`src/rtl/csr_bank.sv`:
```
// Control/status register bank: host req/ack access to RW config registers,
// RO status sampling, and a sticky edge-captured maskable interrupt block.

module csr_cfg_reg #(
    parameter int              REG_W = 8,
    parameter logic [REG_W-1:0] RST  = '0
) (
    input  logic             clk,
    input  logic             rstb,
    input  logic             we,
    input  logic [REG_W-1:0] wdata,
    output logic [REG_W-1:0] q
);
    always_ff @(posedge clk or negedge rstb) begin
        if (!rstb)   q <= RST;
        else if (we) q <= wdata;
    end
endmodule

module csr_bank #(
    parameter int                          REG_W      = 8,
    parameter int                          ADDR_W     = 8,
    parameter int                          NUM_CFG    = 8,
    parameter int                          NUM_STATUS = 8,
    parameter int                          NUM_IRQ    = 8,
    parameter logic [NUM_CFG*REG_W-1:0]    CFG_RESET  = '0
) (
    input  logic                          clk,
    input  logic                          rstb,
    input  logic                          ena,
    input  logic                          req,
    input  logic                          wr_rdn,
    input  logic [ADDR_W-1:0]             addr,
    input  logic [REG_W-1:0]              wdata,
    output logic [REG_W-1:0]              rdata,
    output logic                          ack,
    output logic                          err,
    output logic [NUM_CFG*REG_W-1:0]      rw_regs,
    input  logic [NUM_STATUS*REG_W-1:0]   ro_regs,
    input  logic [NUM_IRQ-1:0]            irq_src,
    output logic                          irq
);
    typedef struct packed {
        logic              wr;
        logic [ADDR_W-1:0] addr;
        logic [REG_W-1:0]  wdata;
    } csr_req_t;

    csr_req_t                             hreq;
    logic                                 acc;
    logic [31:0]                          idx;
    logic                                 hi_region;
    logic                                 cfg_hit, st_hit, irqst_hit, mask_hit;
    logic [NUM_CFG-1:0][REG_W-1:0]        cfg_q;
    logic [NUM_STATUS-1:0][REG_W-1:0]     st_in;
    logic [REG_W-1:0]                     rd_val;
    logic                                 rd_err;
    logic [NUM_IRQ-1:0]                   irq_st, irq_mask, irq_prev;
    logic [NUM_IRQ-1:0]                   new_set, clr;

    assign hreq      = '{wr: wr_rdn, addr: addr, wdata: wdata};
    assign acc       = ena & req;
    assign idx       = 32'(hreq.addr[ADDR_W-2:0]);
    assign hi_region = hreq.addr[ADDR_W-1];
    assign cfg_hit   = !hi_region && (idx < 32'(NUM_CFG));
    assign st_hit    = hi_region && (idx < 32'(NUM_STATUS));
    assign irqst_hit = hi_region && (idx == 32'(NUM_STATUS));
    assign mask_hit  = hi_region && (idx == 32'(NUM_STATUS + 1));
    assign st_in     = ro_regs;
    assign rw_regs   = cfg_q;

    for (genvar k = 0; k < NUM_CFG; k++) begin : g_cfg
        csr_cfg_reg #(
            .REG_W (REG_W),
            .RST   (CFG_RESET[k*REG_W +: REG_W])
        ) u_reg (
            .clk   (clk),
            .rstb  (rstb),
            .we    (acc && hreq.wr && cfg_hit && (idx == 32'(k))),
            .wdata (hreq.wdata),
            .q     (cfg_q[k])
        );
    end

    // Decode is shared by reads and writes; only status writes differ in error.
    always_comb begin
        rd_val = '0;
        rd_err = 1'b0;
        if (cfg_hit) begin
            for (int k = 0; k < NUM_CFG; k++)
                if (idx == 32'(k)) rd_val = cfg_q[k];
        end else if (st_hit) begin
            for (int k = 0; k < NUM_STATUS; k++)
                if (idx == 32'(k)) rd_val = st_in[k];
            rd_err = hreq.wr;
        end else if (irqst_hit) begin
            rd_val = REG_W'(irq_st);
        end else if (mask_hit) begin
            rd_val = REG_W'(irq_mask);
        end else begin
            rd_err = 1'b1;
        end
    end

    always_ff @(posedge clk or negedge rstb) begin
        if (!rstb) begin
            ack   <= 1'b0;
            err   <= 1'b0;
            rdata <= '0;
        end else begin
            ack <= acc;
            if (acc) begin
                err   <= rd_err;
                rdata <= hreq.wr ? '0 : rd_val;
            end
        end
    end

    assign new_set = irq_src & ~irq_prev;
    assign clr     = (acc && hreq.wr && irqst_hit) ? hreq.wdata[NUM_IRQ-1:0] : '0;

    // irq follows the registered status/mask, so it lags a status change by one edge.
    always_ff @(posedge clk or negedge rstb) begin
        if (!rstb) begin
            irq_prev <= '0;
            irq_st   <= '0;
            irq_mask <= '0;
            irq      <= 1'b0;
        end else begin
            irq_prev <= irq_src;
            irq_st   <= (irq_st & ~clr) | new_set;
            if (acc && hreq.wr && mask_hit) irq_mask <= hreq.wdata[NUM_IRQ-1:0];
            irq <= |(irq_st & irq_mask);
        end
    end
endmodule

```
`config.mk`:
```
export PLATFORM = sky130hd
export DESIGN_NAME = csr_bank
export DESIGN_NICKNAME = d
export VERILOG_FILES = /design/src/rtl/csr_bank.sv
export SDC_FILE = /design/constraint.sdc
export NUM_CORES = 1
export LEC_CHECK = 0
export ABC_AREA = 1
export BUFFER_PORTS_ARGS = -buffer_cell sky130_fd_sc_hd__buf_2
export CAP_MARGIN = 30
export CELL_PAD_IN_SITES_DETAIL_PLACEMENT = 1
export CELL_PAD_IN_SITES_GLOBAL_PLACEMENT = 2
export CORE_AREA = 2 2 177 110
export DETAILED_ROUTE_END_ITERATION = 10
export DIE_AREA = 0 0 179 112
export GPL_TIMING_DRIVEN = 1
export PLACE_DENSITY_LB_ADDON = 0.3
export SLEW_MARGIN = 10
export SYNTH_ARGS = -nofsm -noshare
export SYNTH_HDL_FRONTEND = slang
export SYNTH_SLANG_ARGS = --single-unit
```
`constraint.sdc`:
```
create_clock -name clk -period 1.3 [get_ports clk]
set_input_delay 0.26 -clock clk [delete_from_list [all_inputs] [get_ports clk]]
set_output_delay 0.26 -clock clk [all_outputs]
set_load 0.03 [all_outputs]
```
; ---- Word-level counts from Yosys, hierarchy flattened
; Index checks and enable logic that the tools add are counted.
[totals]
word_cells = 77
output_inout_bits = 75
register_bits = 99
inputBits = 93
[op_classes]
n_eq_ne = 9
n_reduce_logical = 19
magnitude_cmp = 1
muxes = 26
bitwise_logic = 7
[op_table]
columns = op, n
row1 = $mux W8, 22
row2 = $logic_not A32 Y1, 1
row3 = $eq A7 B3 Y1 const B, 4
row4 = $and A8 B8 Y8, 3
row5 = $logic_and A1 B1 Y1, 16
row6 = $not A8 Y8, 2
row7 = $eq A7 B2 Y1 const B, 2
row8 = $eq A7 B4 Y1 const B, 2
row9 = $or A8 B8 Y8, 1
row10 = $reduce_or A8 Y1, 1
row11 = $eq A7 B1 Y1 const B, 1
row12 = $lt A7 B4 Y1 const B, 1
row13 = $mux W1, 4
row14 = $and A1 B1 Y1, 1
row15 = $logic_not A1 Y1, 1

; ---- Logic depth before layout (Yosys ltp)
[logic_depth]
depth_word = 12
mapped_depth = 13
depth_no_buf = 11

; ---- By module
; From an unflattened synthesis, not the netlist that was laid out.
[hier_totals]
cells_unflattened = 750
hier_area_um2 = 5277.6
[by_module_without_submodules]
columns = module, area_per_inst_um2, instances, seq_area_each_um2, cells_per_inst
row1 = csr_bank, 2835.2, 1, 875.8, 478
row2 = csr_cfg_reg, 305.3, 8, 200.2, 34

; ---- Worst setup path before layout
; No wires, ideal clock.
[synth_timing]
path_type = input -> register
start = in addr[3]
end = reg g_cfg[3].u_reg.q[5]
path_slack_ns = -0.294
arrival_time_ns = 1.463
path_buffers = 1
path_stages = 7
path_cell_list = inv_1 nand2_1 nor3_2 nand2_1 clkbuf_1 nand2_1 o21ai_0
[synth_between]
elab_chain_cells = 4
[synth_rtl]
columns = item, line
row1 = from (decl), 33  ; input logic [ADDR_W-1:0] addr,
row2 = $lt A7 B4 Y1, 65  ; assign cfg_hit = !hi_region && (idx < 32'(NUM_CFG));
row3 = $logic_and A1 B1 Y1, 65
row4 = $logic_and A1 B1 Y1, 79  ; .we (acc && hreq.wr && cfg_hit && (idx == 32'(k))),
row5 = $logic_and A1 B1 Y1 *, 79
row6 = to (signal assigned), 16  ; else if (we) q <= wdata;
row7 = to (decl), 12  ; output logic [REG_W-1:0] q
; Mark *: on every way between the ends. The rest lies on a longest branch, timed or not.
; A chain may end at the register's enable or synchronous reset.

; ---- Final worst setup path
[layout_timing]
start = in addr[3]
end = reg rdata[4]
[layout_between]
elab_chain_cells = 12
[layout_rtl]
columns = item, line
row1 = $logic_not A32 Y1, "91, 94"
row2 = $mux W8 (8 in series), 94  ; if (idx == 32'(k)) rd_val = st_in[k];
row3 = $mux W8, 92  ; end else if (st_hit) begin
row4 = $mux W8 *, 89  ; if (cfg_hit) begin
row5 = $mux W8 *, 114  ; rdata <= hreq.wr ? '0 : rd_val;
row6 = to (signal assigned), 114
row7 = to (decl), 35  ; output logic [REG_W-1:0] rdata,
; Marked as above.

==> flow_metrics.py <==
metrics = {
    "die": {
        "io_pins": 168,
        "rows": 39,
        "dieArea_mm2": 0.0200,
        "initial_core_util_pct": 27.4,
        "dieHeight_um": 112,
        "core_mm2": 0.0185,
        "fp.dieW_um": 179,
    },
    "placement": {
        "gp_congestion": 0.934,
        "hpwl_um": 17500,
        "place_area_mm2": 0.00691,
        "placement.io_buffers": 167,
    },
    "sta": {
        "fin_tns_setup_ps": -5130,
        "worst_pin_slew_ps": 465,
        "worst_slack_ps": -182,
        "finalHoldViolCount": 0,
        "fin_crit_ps": 1480,
        "min_period_over_period_pct": 114,
        "drv_slew": 0,
        "setup_viol_count_final": 71,
        "rsz0062_at_grt": "true",
        "maxSlewHeadroom_pct": 69.0,
        "finalClockSkew_ps": 9.33,
        "clock.fmax_mhz": 675,
    },
    "worst_setup_path": {
        "rr_startpoint": "g_cfg[2].u_reg.q[4]",
        "critPathCapture": "rdata[4]",
        "crit_required_ps": 1550,
        "rr_worst_depth": 6,
        "arrival_ps": 1740,
        "r2r_slack_ps": -30,
        "crit_type": "input pin to flop",
        "r2r_end": "rdata[4]",
        "path_max_fanout": 8,
        "cp-start-kind": "input pin",
        "cp-end-kind": "flop",
        "crit_start": "addr[3]",
    },
    "global_route": {
        "grt_max_degree": 51,
        "grt_pass1_wl_um": 35400,
        "grt_overflow_total": 0,
        "grt_pass1_vias": 6080,
        "antenna_found_initial": 0,
        "grt_usage_pct": 23.6,
    },
    "synth": {
        "synth.largest_area_cell": "dfrtp_1",
        "yosysTopAreaCellShare_pct": 48.8,
        "synthCells": 682,
        "synth_warnings": 0,
        "ys_ff_latch": 99,
        "syn_area_mm2": 0.00507,
        "synth_area_leaders": "dfrtp_1 (49%), nand2_1 (15%), o21ai_0 (11%)",
        "avgSynthCellArea_um2": 7.44,
        "ys_seq_area_share_pct": 48.8,
        "synth_fp_nets": 775,
        "ys_types": 21,
    },
    "cells_and_area": {
        "fin_area_mm2": 0.00812,
        "n_antenna_cell": 0,
        "area_growth_pct": 60.1,
        "mostFrequentLayoutCell": "nand2_1",
        "final_cell_mix": "nand2_1 (174), buf_2 (138), dfrtp_1 (97), inv_1 (74), buf_4 (67)",
        "drive_gt1_share_pct": 39.6,
        "layout.nets": 1043,
    },
    "job": {
        "maxCapViolCount": 0,
    },
    "clock_network": {
        "cts_tree": "yes",
        "clock-root-buffer": "clkbuf_16",
        "cts_inserted_buffers": 9,
        "clock_latency_ps": 360,
        "path_clk_slew_ps": 70,
        "clkSinkCount": 99,
        "h-tree-depth": 3,
        "cts.path.max_buffers": 2,
    },
    "power": {
        "switchingPower_w": 0.00178,
        "p_int_w": 0.00473,
        "p_leak_nw": 4.31,
        "switching_share_pct": 27.4,
        "seqPwrFrac_pct": 48.1,
        "irDropWorstVdd_uv": 503,
        "p_comb_share_pct": 11.2,
        "power_density_mw_per_mm2": 802,
        "pwr-share-clk_pct": 40.7,
    },
    "detailed_routing": {
        "dr.pass1.iters": 4,
        "drt_iter0_markers": 251,
        "via_per_inst": 4.86,
        "antenna_left": 0,
        "num_vias": 5826,
        "avgRoutedWirePerCell_um": 19.6,
        "wirelength_um": 23500,
        "drc_errors": 0,
    },
    "status": {
        "status": "finished with violations",
        "violations": "setup timing",
    },
    "hold_path": {
        "hold_start": "irq_src[5]",
        "worstHoldPathType": "input pin to flop",
    },
}
[cell type report]
type / instances / area [um2]
Tap cell: 246 / 308
Clock inverter: 6 / 57.6
Clock buffer: 9 / 225
Sequential cell: 99 / 2480
Timing Repair Buffer: 278 / 2100
Multi-Input combinational cell: 482 / 2620
Fill cell: 2281 / 10400
Inverter: 80 / 332
[worst min path at each step]
stage | end | cells past startpoint
2_1_floorplan | ack | 0
3_3_place_gp | ack | 1
3_5_place_dp | ack | 1
4_1_cts | irq_prev[5] | 1
5_1_grt | irq_prev[5] | 1
6_report | irq_prev[5] | 1
[cells in the mapped netlist]
| cell | count |
|---|---|
| nand2_1 | 203 |
| nor3_1 | 2 |
| nor2_1 | 35 |
| o31ai_1 | 1 |
| dfrtp_1 | 99 |
| inv_1 | 78 |
| nor2_2 | 3 |
| buf_2 | 4 |
| a221oi_1 | 2 |
| a21oi_1 | 9 |
| nand4_1 | 17 |
| nor3_2 | 2 |
| o21bai_1 | 8 |
| buf_1 | 4 |
| or2_2 | 8 |
| nor4_4 | 1 |
| clkinv_1 | 2 |
| o21ai_0 | 109 |
| nand3_1 | 78 |
| clkbuf_1 | 14 |
| o211ai_1 | 3 |
[power by group through the flow]
stage,registers [W],logic (W),clock network [W]
global placement,0.00319,0.000634,0
finish,0.00313,0.000730,0.00265
global route,0.00314,0.000793,0.00283
floorplan,0.00322,0.000187,0
CTS,0.00313,0.000717,0.00272
detailed placement,0.00319,0.000642,0
[metal layers]
layer  part of all wire (%)  vias up  global-route usage (%)
met4                    1.0        0                    5.64
met2                     42      183                    34.4
met1                     51     2851                    36.2
li1                       -     2776                       -
met3                    6.0       16                    3.86
met5                      0        -                       0
[stage by stage]
stage	hold WS [ps]	total power [W]	instances	utilization, %	worst slack [ps]
after floorplan	-35.6	0.00341	682	-	-215
after global placement	165	0.00383	1145	37.3	-713
after detailed placement	170	0.00384	1145	37.3	-714
after CTS	4.08	0.00657	1183	42.3	-119
after global routing	13.2	0.00676	1200	43.9	-280
final	18.0	0.00652	1200	43.9	-182
[logic make-up (layout without fill, tap and decap cells)]
group / Yosys count / after routing / share of synthesized area [%]
compound gates: 132 / 132 / 13.8
buf+inv: 102 / 373 / 7.64
flops: 99 / 99 / 48.8
simple gates: 349 / 350 / 29.8
[sequential cells by signal, summed over array words and instances (netlist names)]
signal and flops:
irq 1, irq_st 8, irq_mask 8, irq_prev 8, err 1, rdata 8
g_cfg.u_reg.q 64, ack 1
[repair_timing]
| action | CTS | global route |
|---|---|---|
| hold buffers | 1 | 0 |
| cloned | 5 | 2 |
| pin swaps | 36 | 11 |
| buffers inserted | 20 | 15 |
| hold endpoints to repair | 12 | 0 |
| setup endpoints to repair | 93 | 104 |
| gates resized for setup | 140 | 71 |
[critical path, stage by stage]
cell,delay [ps]
buf_6,80
clkinvlp_4,170
buf_6,180
nand2_8,80
buf_4,110
inv_1,120
nand3_1,120
nand2_1,50
o21bai_1,170
nand4_1,200
nand3_1,120
nand2_1,60
Power figures use the tool's default switching activity.
